===== src/rtl/sqrt_arb_pkg.sv =====
// sqrt_arb_pkg: shared FSM state type and default widths for the sqrt engine arbiter
package sqrt_arb_pkg;
   typedef enum logic [1:0] {IDLE, ISSUE, WAIT, RESP} state_t;
   localparam int OP_W_DEF  = 16;
   localparam int RES_W_DEF = 8;
endpackage


===== src/rtl/sqrt_arb_rr_pick.sv =====
// sqrt_arb_rr_pick: combinational round-robin picker
//  req  in  N        request levels
//  ptr  in  IW       highest-priority requester this round
//  win  out N        one-hot winner (0 when no request)
//  idx  out IW       winner index (0 when no request)
module sqrt_arb_rr_pick #(
   parameter int N  = 4,
   parameter int IW = $clog2(N)
) (
   input  logic [N-1:0]  req,
   input  logic [IW-1:0] ptr,
   output logic [N-1:0]  win,
   output logic [IW-1:0] idx
);
   logic [IW-1:0] j;
   // Scan from farthest to nearest so the requester closest to ptr overwrites last.
   always_comb begin
      win = '0;
      idx = '0;
      j = '0;
      for (int k = N - 1; k >= 0; k--) begin
         j = IW'((int'(ptr) + k) % N);
         if (req[j]) idx = j;
      end
      win[idx] = |req;
   end
endmodule


===== src/rtl/sqrt_arb.sv =====
// sqrt_arb: round-robin sharing of one iterative square-root engine among NUM_REQ requesters
//  clk, rst (async, active-high)
//  req/op_in        requester levels and packed operands (requester i at [i*OP_W +: OP_W])
//  gnt              one-cycle pulse when requester's operand is captured
//  rsp_vld/rsp_sqrt/rsp_err  one-cycle result return to the served requester
//  busy             arbiter not idle
//  eng_go/eng_op    engine start pulse and operand
//  eng_sqrt/eng_done/eng_err engine result, sticky done, negative-operand flag
//  Optional macro SQRT_ARB_NEG_BYPASS_EN: negative operands answered without using the engine.
module sqrt_arb
   import sqrt_arb_pkg::*;
#(
   parameter int NUM_REQ = 4,
   parameter int OP_W    = OP_W_DEF,
   parameter int RES_W   = RES_W_DEF
) (
   input  logic                    clk,
   input  logic                    rst,
   input  logic [NUM_REQ-1:0]      req,
   input  logic [NUM_REQ*OP_W-1:0] op_in,
   output logic [NUM_REQ-1:0]      gnt,
   output logic [NUM_REQ-1:0]      rsp_vld,
   output logic [RES_W-1:0]        rsp_sqrt,
   output logic                    rsp_err,
   output logic                    busy,
   output logic                    eng_go,
   output logic [OP_W-1:0]         eng_op,
   input  logic [RES_W-1:0]        eng_sqrt,
   input  logic                    eng_done,
   input  logic                    eng_err
);
   localparam int IW = $clog2(NUM_REQ);
   state_t             state, nxt;
   logic [IW-1:0]      ptr, idx, pick_idx;
   logic [NUM_REQ-1:0] pick_win;
   logic [OP_W-1:0]    op_q;
   logic [RES_W-1:0]   res_q;
   logic               err_q, byp_neg;

   sqrt_arb_rr_pick #(.N(NUM_REQ), .IW(IW)) u_pick (
      .req (req),
      .ptr (ptr),
      .win (pick_win),
      .idx (pick_idx)
   );

`ifdef SQRT_ARB_NEG_BYPASS_EN
   assign byp_neg = op_q[OP_W-1];
`else
   assign byp_neg = 1'b0;
`endif

   always_comb begin
      nxt = state;
      case (state)
         IDLE:    nxt = |pick_win ? ISSUE : IDLE;
         ISSUE:   nxt = byp_neg ? RESP : WAIT;
         WAIT:    nxt = eng_done ? RESP : WAIT;
         default: nxt = IDLE;
      endcase
   end

   // Strobes decode only registered state/idx so no combinational path from req reaches them.
   assign gnt      = (state == ISSUE) ? NUM_REQ'(1) << idx : '0;
   assign rsp_vld  = (state == RESP) ? NUM_REQ'(1) << idx : '0;
   assign eng_go   = (state == ISSUE) && !byp_neg;
   assign eng_op   = op_q;
   assign busy     = (state != IDLE);
   assign rsp_sqrt = (state == RESP) ? res_q : '0;
   assign rsp_err  = (state == RESP) && err_q;

   always_ff @(posedge clk or posedge rst) begin
      if (rst) begin
         state <= IDLE;
         ptr   <= '0;
         idx   <= '0;
         op_q  <= '0;
         res_q <= '0;
         err_q <= 1'b0;
      end else begin
         state <= nxt;
         if (state == IDLE && |pick_win) begin
            idx  <= pick_idx;
            op_q <= op_in[int'(pick_idx)*OP_W +: OP_W];
         end
         if (state == ISSUE && byp_neg) begin
            res_q <= '0;
            err_q <= 1'b1;
         end
         if (state == WAIT && eng_done) begin
            res_q <= eng_err ? '0 : eng_sqrt;
            err_q <= eng_err;
         end
         if (state == RESP) ptr <= (idx == IW'(NUM_REQ - 1)) ? '0 : idx + 1'b1;
      end
   end
endmodule


===== config.mk =====
export PLATFORM = sky130hd
export DESIGN_NAME = sqrt_arb
export DESIGN_NICKNAME = d
export VERILOG_FILES = /design/src/rtl/sqrt_arb_pkg.sv /design/src/rtl/sqrt_arb_rr_pick.sv /design/src/rtl/sqrt_arb.sv
export SDC_FILE = /design/constraint.sdc
export NUM_CORES = 1
export LEC_CHECK = 0
export CORE_MARGIN = 2
export CORE_UTILIZATION = 30
export CTS_CLUSTER_DIAMETER = 40
export DETAILED_ROUTE_END_ITERATION = 10
export MAX_ROUTING_LAYER = met4
export PLACE_DENSITY = 0.65
export REMOVE_ABC_BUFFERS = 1
export SYNTH_ARGS = -nofsm -noshare
export SYNTH_HDL_FRONTEND = slang
export SYNTH_SLANG_ARGS = --single-unit

===== constraint.sdc =====
create_clock -name clk -period 2 [get_ports clk]
set_clock_uncertainty 0.2 [all_clocks]
set_input_delay 0.4 -clock clk [delete_from_list [all_inputs] [get_ports clk]]
set_output_delay 0.4 -clock clk [all_outputs]
set_load 0.03 [all_outputs]

==> metrics.yaml, run 1 <==
antenna_found_initial: 0
cts_buffers: 5
yosys.area.top_type_share: 0.405
worst_pin_slew_ps: 392
startpoint_type: "flip-flop"
hold_viol: 0
synth-compound-area-share: 0.152
critPathCaptureType: "output port"
viasPerCell: 4.70
timing.final.crit_share: 0.979
num_rows: 29
synth.distinct_cells: 22
pwr-share-clk: 0.124
vdd_drop_max_mv: 0.572
clk_pin_slew_worst_paths_ps: 60
wl_per_cell_um: 14.1
synth_top_family_by_area: "multiplexers"
ioPinCount: 115
synth-xor-area-share: 0
status: "finished clean"
finalCriticalPeriod_ps: 1960
die_area_um2: 7050
yosysSeqAreaShare: 0.405
cts.sinks: 31
grt_setup_unrepaired: "yes"
synth.area.top_cells: "dfrtp_1, mux2i_1, o221ai_1, ha_1, nand2_1"
yosys_warnings: 0
grt_pass1_wl_um: 8960
drt_iter0_drc: 28
grt_max_degree: 32
r2r-start: "ptr[0]$_DFFE_PP0P_"
yosys.area.top_type: "dfrtp_1"
grt_pass1_vias: 1913
first_pass_iters: 4
finalCoreUtilization: 0.544
routed_wl_um: 5550
setup_viol: 0
postSynthAreaPerCell_um2: 10.3
initial_utilization: 0.305
area_delta_synth_final_pct: 78.1
crit_start: "state[0]$_DFF_PP0_"
antenna_cells: 0
critPathMaxFanout: 4
final_cell_area_um2: 3410
port_buffers: 114
arrival_ps: 1360
hold_class: "flip-flop to flip-flop"
grt.total_usage: 0.163
p_leak_nw: 1.62
maxSlewViolCount: 0
placed_area_um2: 3200
clock_latency_ps: 280
path_class: "flip-flop to output port"
synth_adder_area_share: 0.0587
grt_overflow_total: 0
place_congestion: 0.715
ant_nets: 0
p_sw_frac: 0.411
synthSimpleGateAreaFrac: 0.145
critPathMostFrequentCell: "buf_4"
tns_ps: 0
drv_cap: 0
slowest_delay_ps: 430
syn_area_um2: 1920
ys_ff_latch: 31
holdCritStartpoint: "res_q[6]$_DFFE_PP0P_"
clk_path_buf_depth: 2
netlist_instances: 186
clock.fmax_mhz: 511
root_buffer: "clkbuf_8"
holdWs_ps: 276
switchingPower_mw: 1.81
synthMuxAreaShare: 0.179
internal_power_mw: 2.59
h-tree-depth: 2
die_y_um: 83.9
combinationalPowerShare: 0.627
power.total_mw: 4.41
drc: 0
core_um2: 6280
drive_gt1_frac: 0.186
via_count: 1856
critPathSlowestCell: "dfrtp_2"
p_per_area_nw_per_um2: 1290
tritoncts: "done"
required_ps: 1400
die_x_um: 83.9
maxSlewHeadroom: 0.739
hpwl_um: 3980
num-nets-final: 406
worstPathCellList: "ha_2, buf_4, and2_1, buf_4"
p_seq_frac: 0.249
-- timing repair --
action | in CTS | in global routing
setup endpoints to repair | 33 | 19
pin swaps | 3 | 1
cloned | 2 | 0
setup buffers | 3 | 0
hold buffers | 0 | 0
resized for setup | 13 | 3
-- worst max-delay path, delay by kind of cell (launching register included) --
family	cells	cell delay [ps]
flops	1	430
simple gates	1	150
fa+ha+maj	1	200
buf+inv	2	290
-- synth_stat cells, drive strengths merged --
library cell,count
nand2b,9
mux2i,32
dfrtp,31
o221a,1
ha,9
a21o,1
o22ai,3
clkbuf,5
o221ai,16
and2,17
o21ai,9
inv,10
a21oi,3
nand2,29
buf,6
a221oi,1
mux2,2
or2,1
o41ai,1
-- through the flow --
stage	instances	setup WS [ps]
floorplan	175	-432
global placement	382	-392
detailed placement	382	-437
CTS	395	23.3
global route	395	-22.0
finish	395	41.2
-- state kept, by name (all words and copies together) (netlist names) --
signal and cells:
idx 2, ptr 2, res_q 8, state 2, eng_op 16, err_q 1
-- final cells by class --
class	instances	area [um^2]
fill	563	2860
clock buffer	8	100
inverter	10	37.5
timing repair buffer	135	1340
multi-input combinational	134	1070
sequential	31	777
tap	77	96.3
-- cell usage in the layout, fill, tap and decap left out, types with 3 or more instances in the layout --
cell              n
buf_12            3
o221ai_1         16
nand2_1          29
clkbuf_8          7
o21ai_0           9
mux2i_1          32
clkdlybuf4s50_1  91
dlygate4sd2_1     4
and2_1           17
a21oi_1           3
ha_1              6
inv_1             8
buf_4            33
nand2b_1          9
dfrtp_1          30
-- logic make-up (layout without fill, tap and decap cells) --
group	Yosys count	after routing
and+or+nand+nor	56	56
AOI/OAI and AO/OA	35	35
buffers and inverters	21	153
muxes	34	34
adders and majority gates	9	9
DFF	31	31
-- power groups by stage --
stage	combinational, mW	clock [mW]	sequential (mW)
detailed placement	2.56	0	1.10
floorplan	1.16	0	1.39
global placement	2.53	0	1.09
CTS	2.79	0.565	1.10
global route	2.99	0.591	1.13
finish	2.76	0.547	1.09
-- path summary, 6_finish.rpt --
kind | depth (start not counted) | slack (ps) | endpoint
setup / recovery | 4 | 40 | gnt[1]
hold / removal | 2 | 280 | res_q[6]$_DFFE_PP0P_
setup reg to reg | 7 | 110 | eng_op[15]$_DFFE_PP0P_
hold reg to reg | 2 | 280 | res_q[6]$_DFFE_PP0P_
max in group asynchronous | 3 | 990 | state[0]$_DFF_PP0_
min in group asynchronous | 3 | 300 | err_q$_DFFE_PP0P_
-- per-layer routing --
layer / share of wire / up-vias / global-route usage
li1: - / 922 / -
met1: 0.44 / 872 / 0.199
met2: 0.49 / 57 / 0.265
met3: 0.061 / 5 / 0.0445
met4: 0.0050 / 0 / 0.0455
met5: 0 / - / -
(Power assumes the default switching activity.)
==> run 2, diff against run 1 <==
--- a/config.mk
+++ b/config.mk
@@ -8,7 +8,9 @@
 export CORE_MARGIN = 2
 export CORE_UTILIZATION = 30
 export CTS_CLUSTER_DIAMETER = 40
+export CTS_CLUSTER_SIZE = 28
 export DETAILED_ROUTE_END_ITERATION = 10
+export HOLD_SLACK_MARGIN = 0.08
 export MAX_ROUTING_LAYER = met4
 export PLACE_DENSITY = 0.65
 export REMOVE_ABC_BUFFERS = 1
==> constraint.sdc (replaced) <==
create_clock -name clk -period 1.84 [get_ports clk]
set_clock_uncertainty 0.2 [all_clocks]
set_input_delay 0.368 -clock clk [delete_from_list [all_inputs] [get_ports clk]]
set_output_delay 0.368 -clock clk [all_outputs]
set_load 0.03 [all_outputs]
==> run 2 against run 1 <==
The run now ends with setup timing left. Total power is 18% higher. Clock power is 9.3% higher. Sequential share of layout area is 1.8 points lower. Final cell count rose by 2.5%. Sequential cell count is the same. Worst hold slack got worse by 40 ps. Die area unchanged. Critical path depth grew 4. Global-route usage increased by 1.4 points. Via count up 4.4%. Register-to-register slack worse by 190 ps. Largest cell class unchanged.
==> metrics.yaml, run 2 (same netlist as run 1, synthesis figures left out) <==
p_sw_frac: 0.416  # was 0.411
drv_cap: 0  # unchanged
combinationalPowerShare: 0.651  # was 0.627
clock.fmax_mhz: 522
ioPinCount: 115  # unchanged
final_cell_mix: "clkdlybuf4s50_1, nand2_1, mux2i_1"  # was clkdlybuf4s50_1, buf_4, mux2i_1
die_y_um: 83.9  # unchanged
hold_buffers: 0  # unchanged
clk_path_buf_depth: 2  # unchanged
ant_nets: 0  # unchanged
timing.final.crit_share: 1.04
grt_setup_unrepaired: "yes"  # unchanged
crit_family: "compound AO/OA/AOI/OAI gates"  # was flip-flops
via_count: 1938  # was 1856
worst_pin_slew_ps: 364  # was 392 ps
tritoncts: "done"  # unchanged
critPathMaxFanout: 8  # was 4
cp.buffers_inverters: 4  # was 2
maxSlewViolCount: 0  # unchanged
root_buffer: "clkbuf_8"  # unchanged
antenna_found_initial: 0  # unchanged
grt_pass1_vias: 1944  # was 1913
initial_utilization: 0.305  # unchanged
status: "complete, but fails checks"  # was finished clean
drc: 0  # unchanged
wl_per_cell_um: 15.0  # was 14.1 um
port_buffers: 114  # unchanged
setup_viol: 31  # was 0
path_class: "flip-flop to flip-flop"  # was flip-flop to output port
required_ps: 1790  # was 1400 ps
die_x_um: 83.9  # unchanged
internal_power_mw: 3.05  # was 2.59 mW
core_um2: 6280  # unchanged
finalCriticalPeriod_ps: 1920
grt.total_usage: 0.177  # was 0.163
grt_overflow_total: 0  # unchanged
startpoint_type: "flip-flop"  # unchanged
p_seq_frac: 0.234  # was 0.249
vdd_drop_max_mv: 0.927  # was 0.572 mV
cts.sinks: 31  # unchanged
stdcell_count: 405  # was 395
worstPathCellList: "inv_2, a221oi_4, o22ai_4, buf_12, buf_12, buf_16, mux2i_1, o221ai_1"  # was ha_2, buf_4, and2_1, buf_4
clock_latency_ps: 280  # about the same
place_congestion: 0.707  # was 0.715
drt_iter0_drc: 85  # was 28
arrival_ps: 1870  # was 1360 ps
hold_class: "primary input to async pin"  # was flip-flop to flip-flop
drive_gt1_frac: 0.317  # was 0.186
largest_register_ff_count: 16  # unchanged
hpwl_um: 4000  # was 3980 um
switchingPower_mw: 2.17  # was 1.81 mW
violations: "setup timing"
antenna_cells: 0  # unchanged
routed_wl_um: 6070  # was 5550 um
cp.depth: 8  # was 4
setup_slack_ps: -77.4  # was 41.2 ps
critPathCaptureType: "flip-flop"  # was output port
numPlacedInstances: 382  # unchanged
hold_viol: 0  # unchanged
grt_pass1_wl_um: 9660  # was 8960 um
dp_slack_ps: -611  # was -437 ps
area_delta_synth_final_pct: 94.4  # was 78.1%
first_pass_iters: 4  # unchanged
num_rows: 29  # unchanged
p_leak_nw: 1.75  # was 1.62 nW
clk_pin_slew_worst_paths_ps: 70  # was 60 ps
critPathMostFrequentCell: "buf_12"  # was buf_4
h-tree-depth: 2  # unchanged
die_area_um2: 7050  # unchanged
pwr-share-clk: 0.115  # was 0.124
viasPerCell: 4.79  # was 4.70
cts_buffers: 5  # unchanged
final_common_cell: "clkdlybuf4s50_1"  # unchanged
maxSlewHeadroom: 0.756  # was 0.739
slowest_delay_ps: 390  # was 430 ps
grt_max_degree: 32  # unchanged
num-nets-final: 416  # was 406
r2r_cells: 8  # was 7
p_per_area_nw_per_um2: 1400  # was 1290 nW/um^2
critPathSlowestCell: "dfrtp_1"  # was dfrtp_2
## run 2: timing repair
action / in CTS / in global routing
gates cloned: 3 / 0
pin swaps: 10 / 18
endpoints found under the setup margin: 51 / 34
setup buffers: 9 / 4
resized for setup: 49 / 44
## run 2: metal layers
metal  vias to the layer above  share of wire  global-route usage
met5                         -              0                   -
met4                         0         0.0086              0.0367
met3                        10          0.050              0.0425
met2                        63           0.50               0.280
met1                       924           0.44               0.231
li1                        941              -                   -
## run 2: metrics by stage
step / utilization / TNS [ps] / power (mW) / hold slack (ps) / instance area, um^2
3_3_place_gp: 0.511 / -8850 / 3.92 / 254 / 3210
3_5_place_dp: 0.511 / -10290 / 3.96 / 262 / 3210
6_report: 0.594 / -1190 / 5.22 / 236 / 3730
5_1_grt: 0.594 / -3290 / 5.55 / 263 / 3730
2_1_floorplan: - / -9660 / 2.77 / 242 / 1840
4_1_cts: 0.567 / -794 / 4.99 / 238 / 3560
## run 2: worst paths after layout
check	startpoint	endpoint	slack (ps)
min in group clk	eng_op[10]$_DFFE_PP0P_	eng_op[10]$_DFFE_PP0P_	280
setup / recovery	ptr[0]$_DFFE_PP0P_	eng_op[1]$_DFFE_PP0P_	-80
hold reg to reg	eng_op[10]$_DFFE_PP0P_	eng_op[10]$_DFFE_PP0P_	280
max in group asynchronous	rst	state[0]$_DFF_PP0_	1030
hold / removal	rst	eng_op[14]$_DFFE_PP0P_	240
setup reg to reg	ptr[0]$_DFFE_PP0P_	eng_op[1]$_DFFE_PP0P_	-80
## run 2: area by class of cell
type,count,area (um^2)
repair buffers,145,1510
fillers,542,2550
flip-flops and latches,31,779
multi-input cells,134,1200
well taps,77,96.3
inverters,10,37.5
clock buffers,8,100
## run 2: power by group through the flow
stage	Clock (mW)	Combinational (mW)	Sequential, mW
4_1_cts	0.612	3.18	1.20
3_3_place_gp	0	2.73	1.19
6_report	0.598	3.40	1.22
3_5_place_dp	0	2.76	1.20
2_1_floorplan	0	1.26	1.51
5_1_grt	0.646	3.64	1.26
## run 2: tightest hold or removal path: stages
cell and delay, ps:
clkdlybuf4s50_1 390, inv_1 100, buf_12 220
==> run 3, diff against run 2 <==
--- a/config.mk
+++ b/config.mk
@@ -6,13 +6,13 @@
 export NUM_CORES = 1
 export LEC_CHECK = 0
 export CORE_MARGIN = 2
-export CORE_UTILIZATION = 30
+export CORE_UTILIZATION = 38
 export CTS_CLUSTER_DIAMETER = 40
 export CTS_CLUSTER_SIZE = 28
 export DETAILED_ROUTE_END_ITERATION = 10
 export HOLD_SLACK_MARGIN = 0.08
 export MAX_ROUTING_LAYER = met4
-export PLACE_DENSITY = 0.65
+export PLACE_DENSITY = 0.79
 export REMOVE_ABC_BUFFERS = 1
 export SYNTH_ARGS = -nofsm -noshare
 export SYNTH_HDL_FRONTEND = slang
==> run 3 against run 2 <==
The flow still finishes with violations (setup timing). Sequential share of layout area grew 0.16 points. Cell area shrank 0.74%. Fmax grew 1.6%. Clock power shrank 19%. Via count grew 1.7%. Worst setup slack gained 30 ps. Final cell count shrank 3.0%. Non-clock buffer count is the same. Critical path depth shrank 2.
==> metrics.yaml, run 3 (same netlist as run 1, synthesis figures left out) <==
routed_wl_um: 6440  # was 6070 um
r2r-start: "ptr[0]$_DFFE_PP0P_"  # unchanged
arrival_ps: 1840  # was 1870 ps
initial_utilization: 0.401  # was 0.305
finalCoreUtilization: 0.773  # was 0.594
r2r_slack_ps: -50  # was -80 ps
port_buffers: 114  # unchanged
holdWs_ps: 277  # was 236 ps
viasPerCell: 5.02  # was 4.79
grt.total_usage: 0.220  # was 0.177
worst_pin_slew_ps: 422  # was 364 ps
cp.buffers_inverters: 2  # was 4
holdPathEnd: "res_q[7]$_DFFE_PP0P_"
root_buffer: "clkbuf_8"  # unchanged
maxSlewViolCount: 0  # unchanged
timing.final.crit_share: 1.03  # was 1.04
hpwl_um: 4150  # was 4000 um
drc: 0  # unchanged
num_rows: 25  # was 29
drt_iter0_drc: 68  # was 85
timing.rr.end: "eng_op[3]$_DFFE_PP0P_"  # was eng_op[1]$_DFFE_PP0P_
r2r_cells: 6  # was 8
multiInputGateArea_um2: 1230  # was 1200 um^2
cts.sinks: 31  # unchanged
die_x_um: 75.0  # was 83.9 um
clk_pin_slew_worst_paths_ps: 60  # was 70 ps
grt_pass1_vias: 1877  # was 1944
finalCriticalPeriod_ps: 1890  # was 1920 ps
required_ps: 1800  # was 1790 ps
first_pass_iters: 4  # unchanged
maxSlewHeadroom: 0.719  # was 0.756
largest_register_ff_count: 16  # unchanged
clock.fmax_mhz: 530  # was 522 MHz
violations: "setup timing"  # unchanged
holdCritStartpoint: "res_q[7]$_DFFE_PP0P_"
antenna_found_initial: 0  # unchanged
hold_class: "flip-flop to flip-flop"  # was primary input to async pin
ioPinCount: 115  # unchanged
setup_viol: 17  # was 31
die_y_um: 75.0  # was 83.9 um
antenna_cells: 0  # unchanged
grt_pass1_wl_um: 9070  # was 9660 um
ant_nets: 0  # unchanged
setup_slack_ps: -47.9  # was -77.4 ps
grt_setup_unrepaired: "yes"  # unchanged
area_delta_synth_final_pct: 93.0  # was 94.4%
power.total_mw: 5.20  # was 5.22 mW
critPathMaxFanout: 5  # was 8
core_um2: 4790  # was 6280 um^2
whs_path_depth: 2
clock_latency_ps: 280  # about the same
grt_max_degree: 32  # unchanged
drv_cap: 0  # unchanged
seqCellArea_um2: 779  # unchanged
tns_ps: -328  # was -1190 ps
slowest_delay_ps: 430  # was 390 ps
final_common_cell: "clkdlybuf4s50_1"  # unchanged
final_cell_mix: "clkdlybuf4s50_1, nand2_1, dfrtp_1"  # was clkdlybuf4s50_1, nand2_1, mux2i_1
vdd_drop_max_mv: 0.646  # was 0.927 mV
h-tree-depth: 2  # unchanged
cts_buffers: 5  # unchanged
wl_per_cell_um: 16.4  # was 15.0 um
critPathSlowestCell: "dfrtp_1"  # unchanged
grt_overflow_total: 0  # unchanged
num-nets-final: 416  # unchanged
place_congestion: 0.849  # was 0.707
critPathCaptureType: "flip-flop"  # unchanged
startpoint_type: "flip-flop"  # unchanged
p_leak_nw: 1.70  # was 1.75 nW
status: "complete, but fails checks"  # unchanged
crit_family: "compound AO/OA/AOI/OAI gates"  # unchanged
tritoncts: "done"  # unchanged
clk_path_buf_depth: 2  # unchanged
worstPathCellList: "o221a_4, o22ai_4, buf_6, buf_8, mux2i_4, o221ai_2"  # was inv_2, a221oi_4, o22ai_4, buf_12, buf_12, buf_16, mux2i_1, o221ai_1
path_class: "flip-flop to flip-flop"  # unchanged
n_fill_cell: 330  # was 542
via_count: 1971  # was 1938
die_area_um2: 5630  # was 7050 um^2
p_per_area_nw_per_um2: 1410  # was 1400 nW/um^2
hold_viol: 0  # unchanged
drive_gt1_frac: 0.316  # was 0.317
[run 3: power breakdown]
part / internal (mW) / total, mW / switching [mW] / leakage [nW]
registers: 1.01 / 1.23 / 0.224 / 0.384
logic: 1.73 / 3.48 / 1.76 / 1.28
clock network: 0.252 / 0.486 / 0.234 / 0.0371
total: 2.98 / 5.20 / 2.21 / 1.70
[run 3: layout make-up]
type | instances | area share
Timing Repair Buffer | 145 | 0.404
Sequential cell | 31 | 0.211
Clock buffer | 6 | 0.0196
Inverter | 10 | 0.0101
Multi-Input combinational cell | 134 | 0.333
Tap cell | 67 | 0.0227
[run 3: through the flow]
| stage | std cells | setup WS, ps | cell area [um^2] |
|---|---|---|---|
| floorplan | 175 | -560 | 1840 |
| global placement | 373 | -448 | 3180 |
| detailed placement | 373 | -511 | 3180 |
| CTS | 389 | -11.3 | 3510 |
| global route | 393 | -86.1 | 3700 |
| finish | 393 | -47.9 | 3700 |
[run 3: how the worst max path moves through the flow]
stage          slack (ps)                     end                from  depth (start not counted)
2_1_floorplan        -560   eng_op[0]$_DFFE_PP0P_              req[3]                          3
6_report              -50   eng_op[3]$_DFFE_PP0P_  ptr[0]$_DFFE_PP0P_                          6
3_5_place_dp         -510  eng_op[11]$_DFFE_PP0P_              req[0]                          7
5_1_grt               -90   eng_op[6]$_DFFE_PP0P_  ptr[0]$_DFFE_PP0P_                          6
4_1_cts               -10                 rsp_err  state[0]$_DFF_PP0_                          3
3_3_place_gp         -450   eng_op[2]$_DFFE_PP0P_              req[0]                          7
[run 3: worst reg2reg max path, cell delays in order (launching register included)]
cell,delay [ps]
dfrtp_1,430
o221a_4,290
o22ai_4,190
buf_6,160
buf_8,140
mux2i_4,240
o221ai_2,120
[run 3: what timing repair did]
action                                  CTS  global route
resized for setup                        62            42
hold buffers                              0             0
buffers inserted                          8             5
pin swaps                                 7            21
endpoints found under the setup margin   50            34
cloned                                    2             2
[run 3: per-layer routing]
metal / up-vias / track usage / part of all wire
met5: - / - / 0
met4: 0 / 0.0536 / 0.014
met3: 8 / 0.0469 / 0.064
met2: 80 / 0.358 / 0.52
met1: 946 / 0.282 / 0.40
li1: 937 / - / -
